## config.mk

```make
export PLATFORM = sky130hd
export DESIGN_NAME = seq_bit_serializer
export DESIGN_NICKNAME = d
export VERILOG_FILES = /design/src/rtl/seq_ser_pkg.sv /design/src/rtl/seq_ser_hold_reg.sv /design/src/rtl/seq_bit_serializer.sv
export SDC_FILE = /design/constraint.sdc
export NUM_CORES = 1
export LEC_CHECK = 0
export CAP_MARGIN = 10
export CORE_MARGIN = 2
export CORE_UTILIZATION = 45
export CTS_CLUSTER_SIZE = 16
export DETAILED_ROUTE_END_ITERATION = 7
export PLACE_DENSITY = 0.7
export RECOVER_POWER = 25
export SLEW_MARGIN = 20
export SYNTH_ARGS = -nofsm -noshare
export SYNTH_HDL_FRONTEND = slang
export SYNTH_SLANG_ARGS = --single-unit
```

## constraint.sdc

```tcl
create_clock -name clk -period 1.96 [get_ports clk]
set_input_delay 0.294 -clock clk [delete_from_list [all_inputs] [get_ports clk]]
set_output_delay 0.294 -clock clk [all_outputs]
set_load 0.01 [all_outputs]
```

## src/rtl/seq_ser_pkg.sv

```systemverilog
// Shared types and constants for the bit serializer slice.
package seq_ser_pkg;

  localparam int unsigned SEQ_SER_W_DEF = 8;

  typedef enum logic {
    IDLE  = 1'b0,
    SHIFT = 1'b1
  } state_e;

endpackage

```

## src/rtl/seq_ser_hold_reg.sv

```systemverilog
// One-deep holding register: captures a word while the shifter is busy.
module seq_ser_hold_reg #(
  parameter int unsigned W = 8
) (
  input  logic         clk,
  input  logic         rst_n,
  input  logic         clr_i,
  input  logic         load_i,
  input  logic         unload_i,
  input  logic [W-1:0] data_i,
  output logic [W-1:0] data_o,
  output logic         full_o
);

  logic [W-1:0] data_q;
  logic         full_q;

  // Load and unload are mutually exclusive: load only while empty, unload only while full.
  always_ff @(posedge clk or negedge rst_n) begin
    if (!rst_n) begin
      data_q <= '0;
      full_q <= 1'b0;
    end else if (clr_i) begin
      full_q <= 1'b0;
    end else if (load_i) begin
      data_q <= data_i;
      full_q <= 1'b1;
    end else if (unload_i) begin
      full_q <= 1'b0;
    end
  end

  assign data_o = data_q;
  assign full_o = full_q;

endmodule

```

## src/rtl/seq_bit_serializer.sv

```systemverilog
// Parallel-to-serial converter feeding a sequence detector, with a 1-deep input buffer.
// Define SEQ_SER_PARITY_EN to append an even-parity bit after each word.
module seq_bit_serializer
  import seq_ser_pkg::*;
#(
  parameter int unsigned W         = SEQ_SER_W_DEF,
  parameter bit          LSB_FIRST = 1'b0
) (
  input  logic         clk,
  input  logic         rst_n,
  input  logic         clr,
  input  logic         in_valid,
  input  logic [W-1:0] in_data,
  output logic         in_ready,
  output logic         x,
  output logic         x_valid,
  output logic         x_parity,
  output logic         word_done
);

`ifdef SEQ_SER_PARITY_EN
  localparam bit PAR_EN = 1'b1;
`else
  localparam bit PAR_EN = 1'b0;
`endif

  localparam int unsigned CW   = $clog2(W + 1);
  localparam int unsigned LAST = PAR_EN ? W : W - 1;

  state_e       state_q, state_d;
  logic [CW-1:0] cnt_q, cnt_d;
  logic [W-1:0] sr_q, sr_d;
  logic         par_q, par_d;
  logic         x_q, x_d;
  logic         x_valid_q, x_valid_d;
  logic         x_parity_q, x_parity_d;
  logic         word_done_q, word_done_d;

  logic         hold_full;
  logic [W-1:0] hold_data;
  logic         hold_load;
  logic         hold_unload;

  logic         accept;
  logic         on_last;
  logic         par_slot;
  logic         do_load;
  logic [W-1:0] load_word;

  seq_ser_hold_reg #(.W(W)) u_hold (
    .clk      (clk),
    .rst_n    (rst_n),
    .clr_i    (clr),
    .load_i   (hold_load),
    .unload_i (hold_unload),
    .data_i   (in_data),
    .data_o   (hold_data),
    .full_o   (hold_full)
  );

  assign in_ready = ~hold_full;
  assign accept   = in_valid & ~hold_full;
  assign on_last  = (state_q == SHIFT) && (cnt_q == CW'(LAST));
  assign par_slot = PAR_EN && (cnt_q == CW'(W - 1));

  always_ff @(posedge clk or negedge rst_n) begin
    if (!rst_n) begin
      state_q     <= IDLE;
      cnt_q       <= '0;
      sr_q        <= '0;
      par_q       <= 1'b0;
      x_q         <= 1'b0;
      x_valid_q   <= 1'b0;
      x_parity_q  <= 1'b0;
      word_done_q <= 1'b0;
    end else begin
      state_q     <= state_d;
      cnt_q       <= cnt_d;
      sr_q        <= sr_d;
      par_q       <= par_d;
      x_q         <= x_d;
      x_valid_q   <= x_valid_d;
      x_parity_q  <= x_parity_d;
      word_done_q <= word_done_d;
    end
  end

  // Next state and registered outputs; cnt_q is the index of the bit currently on x.
  always_comb begin
    state_d     = state_q;
    cnt_d       = cnt_q;
    sr_d        = sr_q;
    par_d       = par_q;
    x_d         = 1'b0;
    x_valid_d   = 1'b0;
    x_parity_d  = 1'b0;
    word_done_d = 1'b0;
    hold_load   = 1'b0;
    hold_unload = 1'b0;
    do_load     = 1'b0;
    load_word   = in_data;

    case (state_q)
      IDLE: begin
        if (accept) do_load = 1'b1;
      end
      SHIFT: begin
        if (on_last) begin
          if (hold_full) begin
            do_load     = 1'b1;
            load_word   = hold_data;
            hold_unload = 1'b1;
          end else if (accept) begin
            do_load = 1'b1;
          end else begin
            state_d = IDLE;
            cnt_d   = '0;
          end
        end else begin
          if (accept) hold_load = 1'b1;
          cnt_d       = cnt_q + CW'(1);
          x_valid_d   = 1'b1;
          word_done_d = (cnt_d == CW'(LAST));
          if (par_slot) begin
            x_d        = par_q;
            x_parity_d = 1'b1;
          end else begin
            x_d  = LSB_FIRST ? sr_q[0] : sr_q[W-1];
            sr_d = LSB_FIRST ? (sr_q >> 1) : (sr_q << 1);
          end
        end
      end
      default: state_d = IDLE;
    endcase

    // First bit goes straight to x; the shifter keeps the remaining bits.
    if (do_load) begin
      state_d   = SHIFT;
      cnt_d     = '0;
      x_valid_d = 1'b1;
      x_d       = LSB_FIRST ? load_word[0] : load_word[W-1];
      sr_d      = LSB_FIRST ? (load_word >> 1) : (load_word << 1);
      par_d     = ^load_word;
    end

    if (clr) begin
      state_d     = IDLE;
      cnt_d       = '0;
      x_d         = 1'b0;
      x_valid_d   = 1'b0;
      x_parity_d  = 1'b0;
      word_done_d = 1'b0;
      hold_load   = 1'b0;
      hold_unload = 1'b0;
    end
  end

  assign x         = x_q;
  assign x_valid   = x_valid_q;
  assign x_parity  = x_parity_q;
  assign word_done = word_done_q;

endmodule

```

==> impl_results.md <==
* Flop pwr share at 0.509
* Worst skew pair latency at 320 ps
* Worst endpoint required time at ~1700 ps
* Max Slew Vio Count at 0
* Ys flop type: dfrtp_1
* R2R cell count at 6
* DR WL/cell at roughly 15 um
* CP Launch Type: flop
* Seq/Total Area, Yosys at 0.4762
* Non-filler cells, final at 170
* CTS H-tree lvls at 1
* Logic gate share of total power at 0.199
* Layout cells sized above 1 at 0.1799
* 1st-pass router iterations at 4
* Crit. End Element: output pin
* Largest area contributor in the netlist: dfrtp_1
* WHS Path Cells at 2
* Die X at 56.94 um
* Synth warnings at 0
* CP bufs+invs at 2
* Min Tclk post-route at between 1500 and 2000 ps
* Final Hold Slack at 522.0 ps
* Netlist Area Pre-Place at between 0.001 and 0.0015 sq mm
* Post-synth ARST share at 1.000
* Worst-margin pin slew at approximately 1300 ps
* Final Setup Violations at 0
* Avg Vias per Cell at 5.465
* Fill cells at ~240
* GR Util met3 at 0.02721
* Clock Tree Buf Depth at 2
* Share of the synthesized area in the top cell type at 0.4762
* Die area at 0.003242 sq mm
* CTS clk-pin slew, worst paths at 130 ps
* Crit path max fanout at 10
* Cell total after placement at ~170
* Antenna violations before repair at 0
* TritonCTS buffer count at 3
* Hold_sp: sr_q[1]
* Io pins at 17
* Crit path cell chain: inv_2 -> clkdlybuf4s50_1
* Synth-to-Final Area Change at 20.44%
* Peak Freq at between 0.5 and 0.6 GHz
* CP arrival at roughly 1500 ps
* Synth area leaders: dfrtp_1, mux2_4, a21oi_1
* Pwr dens at slightly above 800 mW/mm^2
* Setup Buffers After CTS at 0
* Syn Nets at 132
* Hold-critical path endpoint: sr_q[1]
* Die Y at 56.94 um
* Global routing usage on met1 at 0.2500
* Tcrit/Tclk final at 0.9320
* Crit-path leading delay family: buffers and inverters
* Switching part of the total at 0.2452
* Initial Util at 0.4654
* CP max stage delay at about 550 ps
* Input/output buffers at 15
* Clock Root Buffer: clkbuf_4
* Max-cap violations at 0
* RSZ-0062 raised after global routing: no
* Largest net degree at the start of global routing at 25
* Final Hold Fails at 0
* Yosys cell types at 34
* Antenna-violating nets left at 0
* Peak supply drop at around 0.56 mV
* Leak Pwr at 0.0006734 uW
* R2r setup slk at 150 ps
* Slowest-stage cell, CP: clkdlybuf4s50_1
* Int Power at 927.4 uW
* Final Routed Wirelength at 2499 um
* Core Box Area at 0.002710 sq mm
* GR peak layer: met1
* Count leader, synth: dfrtp_1
* Final core occ at 0.5605
* Setup TNS at 0 ps
* TritonCTS clock tree: yes
* Clock Sinks at 24
* Most frequent cells after synthesis: dfrtp_1, a21oi_1, nand2_1
* Kind of critical path: flop to output pin
* # diodes at 0
* Number of global-route vias before repair at about 950
* GR Layer Usage met2 at 0.2496
* Total congestion overflow at 0
* DRC violations left at 0
* Post-synth EDFFs at 0
* Rel. slew slack at 0.1635
* DRT iter0 DRCs at 31
* Skew final at approximately 7.4 ps
* Cells after Synth at 118
* FF-to-FF Start: cnt_q[0]
* Via count at a little over 900
* Reg-to-reg endpoint: u_hold.data_o[7]
* Outcome: finished, final reports clean
* P_sw at around 300 uW
* Hold Path Class: flop to flop
* Syn avg cell area at between 10 and 15 sq um
* DPL Wire Length at ~1900 um
* Yosys reg bits at 24
* First-pass GRT wire length at between 4000 and 5000 um
* Overall Global Routing Usage at 0.1738
* Nets@finish at approximately 150
* FP Rows at 19
* RePlAce Congestion at around 0.77
* Clock share of power at 0.292
## per-layer routing
| metal | part of all wire | vias to the layer above | wire length [um] |
|---|---|---|---|
| met3 | 0.036 | 6 | 89 |
| met4 | 0.020 | 0 | 50 |
| li1 | - | 461 | - |
| met2 | 0.44 | 22 | 1096 |
| met5 | 0 | - | 0 |
| met1 | 0.51 | 440 | 1262 |
## flip-flops by register name (all words and copies together) (netlist names)
signal,flops
u_hold.data_o,8
u_hold.full_o,1
word_done,1
x,1
state_q,1
sr_q,7
cnt_q,4
x_valid,1
## cell usage in the layout (no fill, tap or decap)
| master | Yosys | routed |
|---|---|---|
| inv_2 | 0 | 1 |
| and2_1 | 1 | 1 |
| and4b_1 | 1 | 1 |
| clkdlybuf4s50_1 | 0 | 14 |
| inv_1 | 4 | 3 |
| nand2_2 | 1 | 1 |
| a32o_1 | 1 | 1 |
| xnor2_1 | 1 | 1 |
| o21ai_0 | 2 | 2 |
| dlygate4sd3_1 | 0 | 1 |
| nor2_1 | 8 | 8 |
| conb_1 | 1 | 1 |
| xor2_1 | 2 | 2 |
| nand2b_4 | 1 | 1 |
| a31oi_1 | 1 | 1 |
| ha_1 | 2 | 2 |
| nand4b_1 | 1 | 1 |
| o2bb2ai_1 | 5 | 5 |
| nand2_1 | 9 | 9 |
| mux2_4 | 8 | 8 |
| clkbuf_1 | 2 | 1 |
| mux2_2 | 1 | 1 |
| o22ai_1 | 8 | 8 |
| a21oi_1 | 10 | 10 |
| nand2b_1 | 1 | 1 |
| a21oi_2 | 1 | 1 |
| nand3_1 | 5 | 5 |
| clkbuf_4 | 0 | 3 |
| bufinv_16 | 0 | 1 |
| nand4bb_1 | 1 | 1 |
| nor3_1 | 1 | 1 |
| a22o_1 | 5 | 5 |
| or3_1 | 1 | 1 |
| nor2b_1 | 3 | 3 |
| dfrtp_1 | 24 | 24 |
| nand3b_1 | 1 | 1 |
| buf_4 | 1 | 8 |
## tightest hold or removal path: cells and delay by family, from the launching register on
kind	cells	cell delay (ps)
flip-flops	1	370
AND/OR/NAND/NOR	2	130
## how the worst max path moves through the flow
stage                       start                to  slack, ps  cells past startpoint
floorplan                cnt_q[1]  u_hold.data_o[0]        260                      6
global placement         in_valid  u_hold.data_o[4]        100                      5
detailed placement       in_valid  u_hold.data_o[5]         80                      5
CTS                 u_hold.full_o          in_ready         50                      2
global route        u_hold.full_o          in_ready         30                      2
finish              u_hold.full_o          in_ready        130                      2
## power by group through the flow
| stage | Combinational (uW) | Clock [uW] | Sequential, uW |
|---|---|---|---|
| global route | 270 | 383 | 637 |
| global placement | 239 | 0 | 634 |
| finish | 244 | 359 | 625 |
| detailed placement | 247 | 0 | 635 |
| floorplan | 171 | 0 | 614 |
| CTS | 247 | 368 | 626 |
## metrics by stage
step | cell area (sq um) | setup slack [ps] | power (uW)
after CTS | 1523 | 50.59 | 1241
final | 1519 | 133.2 | 1229
after global routing | 1519 | 34.22 | 1290
after floorplan | 1261 | 257.0 | 785.1
after global placement | 1470 | 99.18 | 873.0
after detailed placement | 1470 | 80.00 | 881.8
## kinds of logic (layout without fill, tap and decap cells)
| family | after synthesis | count (layout) | share of synthesized area |
|---|---|---|---|
| buffers and inverters | 11 | 32 | 0.04960 |
| flip-flops | 24 | 24 | 0.4762 |
| multiplexers | 9 | 9 | 0.1042 |
| adder cells (fa/ha/maj) | 2 | 2 | 0.01984 |
| other | 1 | 1 | 0.002973 |
| AND/OR/NAND/NOR | 35 | 35 | 0.1498 |
| XOR/XNOR | 3 | 3 | 0.02084 |
| AO/OA/AOI/OAI | 33 | 33 | 0.1766 |
## repair_timing
| item | 4_1_cts | 5_1_grt |
|---|---|---|
| hold buffers | 0 | 0 |
| resized for setup | 0 | 1 |
| setup endpoints to repair | 0 | 1 |
## final cells by class
| cell class | count | area (sq um) | area share |
|---|---|---|---|
| tap | 31 | 38.79 | 0.02554 |
| sequential | 24 | 600.6 | 0.3954 |
| timing repair buffer | 24 | 214.0 | 0.1409 |
| clock buffer | 3 | 22.52 | 0.01483 |
| multi-input combinational | 83 | 598.1 | 0.3937 |
| clock inverter | 1 | 30.03 | 0.01977 |
| inverter | 4 | 15.01 | 0.009885 |
(Power assumes the default switching activity.)
